[src/rtl/systolic_fifo_sequencer_if.sv]
// Handshake and FIFO-control bundle between the scratchpad read path, the
// sequencer and one systolic-array input FIFO.
interface systolic_fifo_sequencer_if #(
   parameter int ARRAY_DIM = 4,
   parameter int DATA_W    = 16
);
   localparam int ROW_W   = DATA_W * ARRAY_DIM;
   localparam int N_SHIFT = 2 * ARRAY_DIM - 1;
   localparam int CNT_W   = $clog2(N_SHIFT + 1);

   logic             start;
   logic             row_valid;
   logic [ROW_W-1:0] row_data;
   logic             row_ready;
   logic             array_ready;
   logic             fifo_load;
   logic             fifo_shift;
   logic [ROW_W-1:0] fifo_load_values;
   logic             busy;
   logic             done;
   logic [CNT_W-1:0] cnt;

   // master drives the requests (memory side / array side), slave is the sequencer
   modport master (
      output start, row_valid, row_data, array_ready,
      input  row_ready, fifo_load, fifo_shift, fifo_load_values, busy, done, cnt
   );

   modport slave (
      input  start, row_valid, row_data, array_ready,
      output row_ready, fifo_load, fifo_shift, fifo_load_values, busy, done, cnt
   );
endinterface

[src/rtl/systolic_fifo_sequencer.sv]
// Loads one ARRAY_DIM-row tile into a systolic input FIFO, then issues the
// 2*ARRAY_DIM-1 shifts that drain the skewed FIFO into the array.
module systolic_fifo_sequencer #(
   parameter int ARRAY_DIM = 4,
   parameter int DATA_W    = 16
) (
   input  logic                      CLK,
   input  logic                      nRST,
   systolic_fifo_sequencer_if.slave  bus
);
   localparam int ROW_W   = DATA_W * ARRAY_DIM;
   localparam int N_SHIFT = 2 * ARRAY_DIM - 1;
   localparam int CNT_W   = $clog2(N_SHIFT + 1);

   typedef enum logic [1:0] {IDLE, LOAD, SHIFT, DONE} state_t;

   state_t           state;
   logic [CNT_W-1:0] cnt_q;
   logic             row_ready_q;
   logic             busy_q;
   logic             done_q;
   logic             load_hs;
   logic             shift_go;

   // row_ready_q is high exactly while in LOAD, so it doubles as the state decode
   assign load_hs  = row_ready_q & bus.row_valid;
   assign shift_go = (state == SHIFT) & bus.array_ready;

   always_ff @(posedge CLK) begin
      if (!nRST) begin
         state       <= IDLE;
         cnt_q       <= '0;
         row_ready_q <= 1'b0;
         busy_q      <= 1'b0;
         done_q      <= 1'b0;
      end else begin
         done_q <= 1'b0;
         case (state)
            IDLE: begin
               if (bus.start) begin
                  state       <= LOAD;
                  cnt_q       <= '0;
                  row_ready_q <= 1'b1;
                  busy_q      <= 1'b1;
               end
            end
            LOAD: begin
               if (load_hs) begin
                  if (cnt_q == CNT_W'(ARRAY_DIM - 1)) begin
                     state       <= SHIFT;
                     cnt_q       <= '0;
                     row_ready_q <= 1'b0;
                  end else begin
                     cnt_q <= cnt_q + 1'b1;
                  end
               end
            end
            SHIFT: begin
               if (shift_go) begin
                  if (cnt_q == CNT_W'(N_SHIFT - 1)) begin
                     state  <= DONE;
                     cnt_q  <= '0;
                     done_q <= 1'b1;
                  end else begin
                     cnt_q <= cnt_q + 1'b1;
                  end
               end
            end
            DONE: begin
               // start is not sampled here, so a request during DONE is dropped
               state  <= IDLE;
               busy_q <= 1'b0;
            end
            default: begin
               state       <= IDLE;
               cnt_q       <= '0;
               row_ready_q <= 1'b0;
               busy_q      <= 1'b0;
            end
         endcase
      end
   end

   assign bus.row_ready        = row_ready_q;
   assign bus.fifo_load        = load_hs;
   assign bus.fifo_shift       = shift_go;
   assign bus.fifo_load_values = load_hs ? bus.row_data : '0;
   assign bus.busy             = busy_q;
   assign bus.done             = done_q;
   assign bus.cnt              = cnt_q;
endmodule
[src/flat_wrapper.sv]
// flat-port wrapper written by rule: the top's interface ports become plain ports
module systolic_fifo_sequencer_flat 
#(
   parameter int ARRAY_DIM = 4,
   parameter int DATA_W    = 16
)
  (CLK, nRST, bus_start, bus_row_valid, bus_row_data, bus_array_ready, bus_row_ready, bus_fifo_load, bus_fifo_shift, bus_fifo_load_values, bus_busy, bus_done, bus_cnt);
  systolic_fifo_sequencer_if #(.ARRAY_DIM(ARRAY_DIM), .DATA_W(DATA_W)) bus_i ();
  input  logic CLK;
  input  logic nRST;
  input wire logic [$bits(bus_i.start)-1:0] bus_start;
  input wire logic [$bits(bus_i.row_valid)-1:0] bus_row_valid;
  input wire logic [$bits(bus_i.row_data)-1:0] bus_row_data;
  input wire logic [$bits(bus_i.array_ready)-1:0] bus_array_ready;
  output wire logic [$bits(bus_i.row_ready)-1:0] bus_row_ready;
  output wire logic [$bits(bus_i.fifo_load)-1:0] bus_fifo_load;
  output wire logic [$bits(bus_i.fifo_shift)-1:0] bus_fifo_shift;
  output wire logic [$bits(bus_i.fifo_load_values)-1:0] bus_fifo_load_values;
  output wire logic [$bits(bus_i.busy)-1:0] bus_busy;
  output wire logic [$bits(bus_i.done)-1:0] bus_done;
  output wire logic [$bits(bus_i.cnt)-1:0] bus_cnt;
  assign bus_i.start = bus_start;
  assign bus_i.row_valid = bus_row_valid;
  assign bus_i.row_data = bus_row_data;
  assign bus_i.array_ready = bus_array_ready;
  assign bus_row_ready = bus_i.row_ready;
  assign bus_fifo_load = bus_i.fifo_load;
  assign bus_fifo_shift = bus_i.fifo_shift;
  assign bus_fifo_load_values = bus_i.fifo_load_values;
  assign bus_busy = bus_i.busy;
  assign bus_done = bus_i.done;
  assign bus_cnt = bus_i.cnt;
  systolic_fifo_sequencer #(.ARRAY_DIM(ARRAY_DIM), .DATA_W(DATA_W)) u_core (.CLK(CLK), .nRST(nRST), .bus(bus_i));
endmodule
[config.mk]
export PLATFORM = sky130hd
export DESIGN_NAME = systolic_fifo_sequencer_flat
export DESIGN_NICKNAME = d
export VERILOG_FILES = /design/src/rtl/systolic_fifo_sequencer_if.sv /design/src/rtl/systolic_fifo_sequencer.sv /design/src/flat_wrapper.sv
export SDC_FILE = /design/constraint.sdc
export NUM_CORES = 1
export LEC_CHECK = 0
export ABC_AREA = 1
export CORE_ASPECT_RATIO = 0.9
export CORE_MARGIN = 1.5
export CORE_UTILIZATION = 26
export DETAILED_ROUTE_END_ITERATION = 8
export HOLD_SLACK_MARGIN = 0.1
export PLACE_DENSITY = 0.88
export SYNTH_ARGS = -nofsm -noshare
export SYNTH_HDL_FRONTEND = slang
export SYNTH_SLANG_ARGS = --single-unit
[constraint.sdc]
create_clock -name CLK -period 1.8 [get_ports CLK]
set_input_delay 0.18 -clock CLK [delete_from_list [all_inputs] [get_ports CLK]]
set_output_delay 0.18 -clock CLK [all_outputs]
set_load 0.01 [all_outputs]
==> impl_results.md, run 1 <==
- Register area share after synthesis: 14.7%
- Clock transition at path regs: 40 ps
- Non-filler instance count after layout: 404
- Initial Util: 27.0%
- Yosys reg bits: 8
- Skew-Pair Late Insertion Delay: 230 ps
- CTS Buffer Depth: 2
- Final Cell Area: 0.00274 mm^2
- DRT Wirelength: 4860 um
- Clock skew: 0.744 ps
- Area leader, netlist: inv_1
- Cell area after synthesis: 0.00109 mm^2
- Initial DRC Count: 43
- Total track usage: 18.4%
- Status: complete, no violations
- Crit end category: output port
- Unrepaired setup endpoints after global routing: no
- FF-to-FF path depth: 8
- Pwr dens: 601 mW/mm^2
- Final Max Tran Viols: 0
- Syn nets: 297
- Hold-fix buffers, CTS: 0
- CP required: 1620 ps
- Yosys top cell area share: 27.1%
- Crit path launch: bus_row_valid
- Int Pwr: 955 uW
- Io pins: 141
- Top post-synthesis cells by area: inv_1 27%, nor2_1 25%, dfxtp_1 15%
- FMAX: 568 MHz
- Core ar.: 0.00405 mm^2
- Final nets: 438
- Setup bufs post-CTS: 0
- WP data arrival: 1580 ps
- NetSw: 690 uW
- Fin crit share: 97.8%
- Hold path cells: 2
- Vias in the first global route: 1511
- Leakage power: 2.23 nW
- H-tree depth: 1
- Ys Warns: 0
- GPL Wtd Cong: 0.882
- Clk root buf: clkbuf_8
- Die Ht: 64.5 um
- Final Critical Period: 1760 ps
- Min-delay src: u_core.bus.busy
- Initial antenna violation count: 0
- Routed via count: 1648
- Synth-to-Final Area Change: 151%
- Crit start category: input pin
- Clk network pwr share: 13.0%
- Slew at the pin closest to its max-slew limit: 213 ps
- DRC: 0
- Sw Ratio: 41.9%
- Wirelength per Cell: 12.0 um
- Max-slew headroom: 85.8%
- Critical path type: in2out
- Post-route ant nets: 0
- Die W: 71.3 um
- Worst vdd ir: 0.603 mV
- Gate Count Post-Synth: 217
- Setup Viol. Count Final: 0
- Post-Syn Area per Cell: 5.03 um^2
- Layout cells sized above 1: 4.49%
- Clock buffer count from CTS: 3
- Largest net degree at the start of global routing: 54
- Seq pwr share: 16.5%
- CTS tree: yes
- DP Wirelength: 3810 um
- Die Area: 0.00460 mm^2
- Post-DR vias/cell: 4.08
- Final hold violations: 0
- Post-synthesis cell type count: 17
- MaxCap Viol Count: 0
- Ant. Diodes: 0
- FP Rows: 22
- Port Buffer Count: 140
- Max FO, Critical Path: 53
- Comb pwr share: 70.5%
- Area after DPL: 0.00256 mm^2
- Clk sinks: 8
- Min-Delay Path Class: reg2reg
- First-pass GRT wire length: 6860 um
- DP Cell Count: 401
- Remaining Overflow, GRT: 0
- Critical R2R Launch: u_core.state[0]
- DRT Pass-1 Iters: 4
- Hold slack: 525 ps
- Final core occ: 67.6%
cell usage in the layout, fill, tap and decap left out:
cell type,count
nor3_1,2
inv_1,79
dfxtp_1,6
ha_4,1
o21ai_1,1
a21oi_1,4
dfxtp_2,2
clkdlybuf4s50_1,88
ha_1,10
a211oi_1,1
buf_4,2
nand2_2,5
nor2_2,1
nand3b_1,1
dlymetal6s2s_1,50
nor2_4,1
dlygate4sd2_1,2
clkbuf_8,3
nor2_1,72
buf_12,1
nand3_1,4
nand2_1,18
o21ai_0,2
power groups by stage:
| stage | combinational, mW | sequential (mW) | clock [mW] |
|---|---|---|---|
| global placement | 1.14 | 0.265 | 0 |
| CTS | 1.18 | 0.266 | 0.219 |
| finish | 1.16 | 0.271 | 0.214 |
| detailed placement | 1.17 | 0.267 | 0 |
| global route | 1.26 | 0.278 | 0.231 |
| floorplan | 0.559 | 0.267 | 0 |
registers in the layout, summed over array words and instances, names as in the netlist:
name	cells
u_core.state	2
u_core.bus.row_ready	1
u_core.bus.cnt	3
u_core.bus.done	1
u_core.bus.busy	1
critical path, cell delays in order:
cell             delay (ps)
clkdlybuf4s50_1         470
nand2_2                  90
buf_12                  190
nor2_1                  100
clkdlybuf4s50_1         540
area by class of cell:
cell class	instances	area, um^2
Clock buffer	3	41.3
Fill cell	329	1310
Inverter	79	297
Multi-Input combinational cell	123	617
Sequential cell	8	163
Tap cell	48	60.1
Timing Repair Buffer	143	1560
final timing paths:
check | to | slack [ps]
max | bus_fifo_load_values[27] | 40
min reg2reg | u_core.bus.busy | 530
max reg2reg | u_core.bus.row_ready | 370
min | u_core.bus.busy | 530
cell families (layout without fill, tap and decap cells):
| group | count (synthesis) | in the layout | synth area share, % |
|---|---|---|---|
| compound gates | 8 | 8 | 3.89 |
| fa+ha+maj | 11 | 11 | 12.6 |
| buf+inv | 86 | 225 | 30.2 |
| flops | 8 | 8 | 14.7 |
| simple gates | 104 | 104 | 38.6 |
synth_stat cells:
| cell type | n |
|---|---|
| nor2_2 | 1 |
| inv_1 | 79 |
| a21oi_1 | 4 |
| nand3_1 | 4 |
| ha_1 | 11 |
| o21ai_1 | 1 |
| nor2_4 | 1 |
| nand2_1 | 19 |
| nand2_2 | 4 |
| clkbuf_1 | 1 |
| a211oi_1 | 1 |
| nand3b_1 | 1 |
| dfxtp_1 | 8 |
| nor3_1 | 2 |
| nor2_1 | 72 |
| buf_2 | 6 |
| o21ai_0 | 2 |
metal layers:
metal  vias to the layer above  track usage [%]  routed length (um)
met2                        67             35.4                2500
li1                        864                -                   -
met3                        16             3.42                 307
met5                         -                0                   0
met4                         0             8.49                 158
met1                       701             18.9                1900
through the flow:
step | setup TNS, ps | setup WS (ps) | power (mW)
after floorplan | 0 | 512 | 0.826
after global placement | 0 | 7.47 | 1.41
after detailed placement | -11.3 | -7.39 | 1.44
after CTS | 0 | 2.16 | 1.67
after global routing | 0 | 0.236 | 1.77
final | 0 | 38.8 | 1.64
what timing repair did:
action                     CTS  global route
setup endpoints to repair    3            51
cloned                       0             0
resized for setup            3            53
Note: power is estimated with default switching activity, not from simulation.
==> inputs of run 2 (changes only) <==
--- a/config.mk
+++ b/config.mk
@@ -6,6 +6,7 @@
 export NUM_CORES = 1
 export LEC_CHECK = 0
 export ABC_AREA = 1
+export ABC_CLOCK_PERIOD_IN_PS = 1800
 export CORE_ASPECT_RATIO = 0.9
 export CORE_MARGIN = 1.5
 export CORE_UTILIZATION = 26
==> results of run 2 <==
No change in the layout: final DEF, timing and power equal those of run 1.
==> inputs of run 3 (changes only) <==
--- a/config.mk
+++ b/config.mk
@@ -12,7 +12,7 @@
 export CORE_UTILIZATION = 26
 export DETAILED_ROUTE_END_ITERATION = 8
 export HOLD_SLACK_MARGIN = 0.1
-export PLACE_DENSITY = 0.88
+export PLACE_DENSITY = 0.8
 export SYNTH_ARGS = -nofsm -noshare
 export SYNTH_HDL_FRONTEND = slang
 export SYNTH_SLANG_ARGS = --single-unit
==> run 3 against run 2 <==
Compared with the run above:
- critical path depth unchanged
- sequential cell count unchanged
- sequential share of layout area down 0.065 points
- highest routed layer unchanged
==> impl_results.md, run 3 (same netlist as run 1, synthesis figures left out) <==
- Status: complete, no violations
- GPL Wtd Cong: 0.850
- Post-route ant nets: 0
- CP required: 1620 ps
- Routed via count: 1600
- DRT Pass-1 Iters: 4
- Clock skew: 1.24 ps
- Layout cells sized above 1: 3.94%
- Final Max Tran Viols: 0
- Non-filler instance count after layout: 403
- Final hold violations: 0
- FMAX: 569 MHz
- Fin crit share: 97.6%
- Clock transition at path regs: 40 ps
- Setup bufs post-CTS: 0
- Skew-Pair Late Insertion Delay: 240 ps
- Commonest non-fill, non-tap cell in the layout: clkdlybuf4s50_1
- Worst reg-to-reg setup slack: 340 ps
- Io pins: 141
- Die W: 71.3 um
- Max FO, Critical Path: 65
- Critical path type: in2out
- Setup ws final: 42.4 ps
- Synth-to-Final Area Change: 151%
- Final Cell Area: 0.00275 mm^2
- Ant. Diodes: 0
- Max-slew headroom: 83.0%
- DP Cell Count: 400
- Port Buffer Count: 140
- Area after DPL: 0.00255 mm^2
- Initial antenna violation count: 0
- Die Ht: 64.5 um
- Wirelength per Cell: 11.5 um
- Min-Delay Path Class: reg2reg
- Pwr dens: 589 mW/mm^2
- Clk root buf: clkbuf_8
- Setup Viol. Count Final: 0
- FP Rows: 22
- Clock buffer count from CTS: 3
- H-tree depth: 1
- Total track usage: 17.6%
- Pre-CTS setup slack: -0.620 ps
- Hold slack: 507 ps
- DP Wirelength: 3670 um
- MaxCap Viol Count: 0
- CTS Buffer Depth: 2
- Initial Util: 27.0%
- Core ar.: 0.00405 mm^2
- Layout fillers: 330
- Leakage power: 2.40 nW
- First-pass GRT wire length: 6380 um
- Slew at the pin closest to its max-slew limit: 256 ps
- CTS tree: yes
- Clk sinks: 8
- WP data arrival: 1580 ps
- Crit end category: output port
- Initial DRC Count: 39
- Worst vdd ir: 0.738 mV
- Crit start category: input pin
- Die Area: 0.00460 mm^2
- Max reg flops: 3
- Final Critical Period: 1760 ps
- Vias in the first global route: 1343
- Largest net degree at the start of global routing: 66
- Commonest non-fill, non-tap cells in the layout: 80 x clkdlybuf4s50_1, 79 x inv_1, 72 x nor2_1
- DRT Wirelength: 4650 um
- DRC: 0
- Hold-fix buffers, CTS: 0
- Remaining Overflow, GRT: 0
- Final nets: 437
- Post-DR vias/cell: 3.97
- Total Neg Setup Slack: 0 ps
- Final core occ: 67.8%
- Total power: 1.62 mW
==> run 3: where the power goes <==
part	switching, mW	total, mW	internal (mW)
Sequential	0.0440	0.264	0.220
Clock	0.0785	0.224	0.146
Combinational	0.555	1.13	0.573
==> run 3: path summary, 6_finish.rpt <==
path | start | to | depth (start not counted)
max reg2reg | u_core.state[1] | u_core.state[0] | 8
min | u_core.bus.busy | u_core.bus.busy | 2
max | bus_row_valid | bus_fifo_load_values[33] | 5
min reg2reg | u_core.bus.busy | u_core.bus.busy | 2
==> run 3: per-layer routing <==
layer  vias up  routed length [um]  GRT usage (%)
met5         -                   0              0
met2        63                2370           33.1
li1        863                   -              -
met1       664                1900           19.4
met3        10                 282           2.95
met4         0                  95           7.08
==> run 3: layout make-up <==
| cell class | instances | area (um^2) | area share [%] |
|---|---|---|---|
| sequential | 8 | 161 | 5.88 |
| multi-input combinational | 123 | 607 | 22.1 |
| inverter | 79 | 297 | 10.8 |
| timing repair buffer | 142 | 1580 | 57.5 |
| clock buffer | 3 | 41.3 | 1.50 |
| tap | 48 | 60.1 | 2.19 |
==> run 3: critical path, cell delays in order <==
cell,delay [ps]
clkdlybuf4s50_1,470
nand2_2,70
buf_12,200
nor2_1,110
clkdlybuf4s50_1,540
==> run 3: what timing repair did <==
action                     in CTS  in global routing
pin swaps                       0                  0
setup endpoints to repair       1                 61
gates resized for setup         1                 61
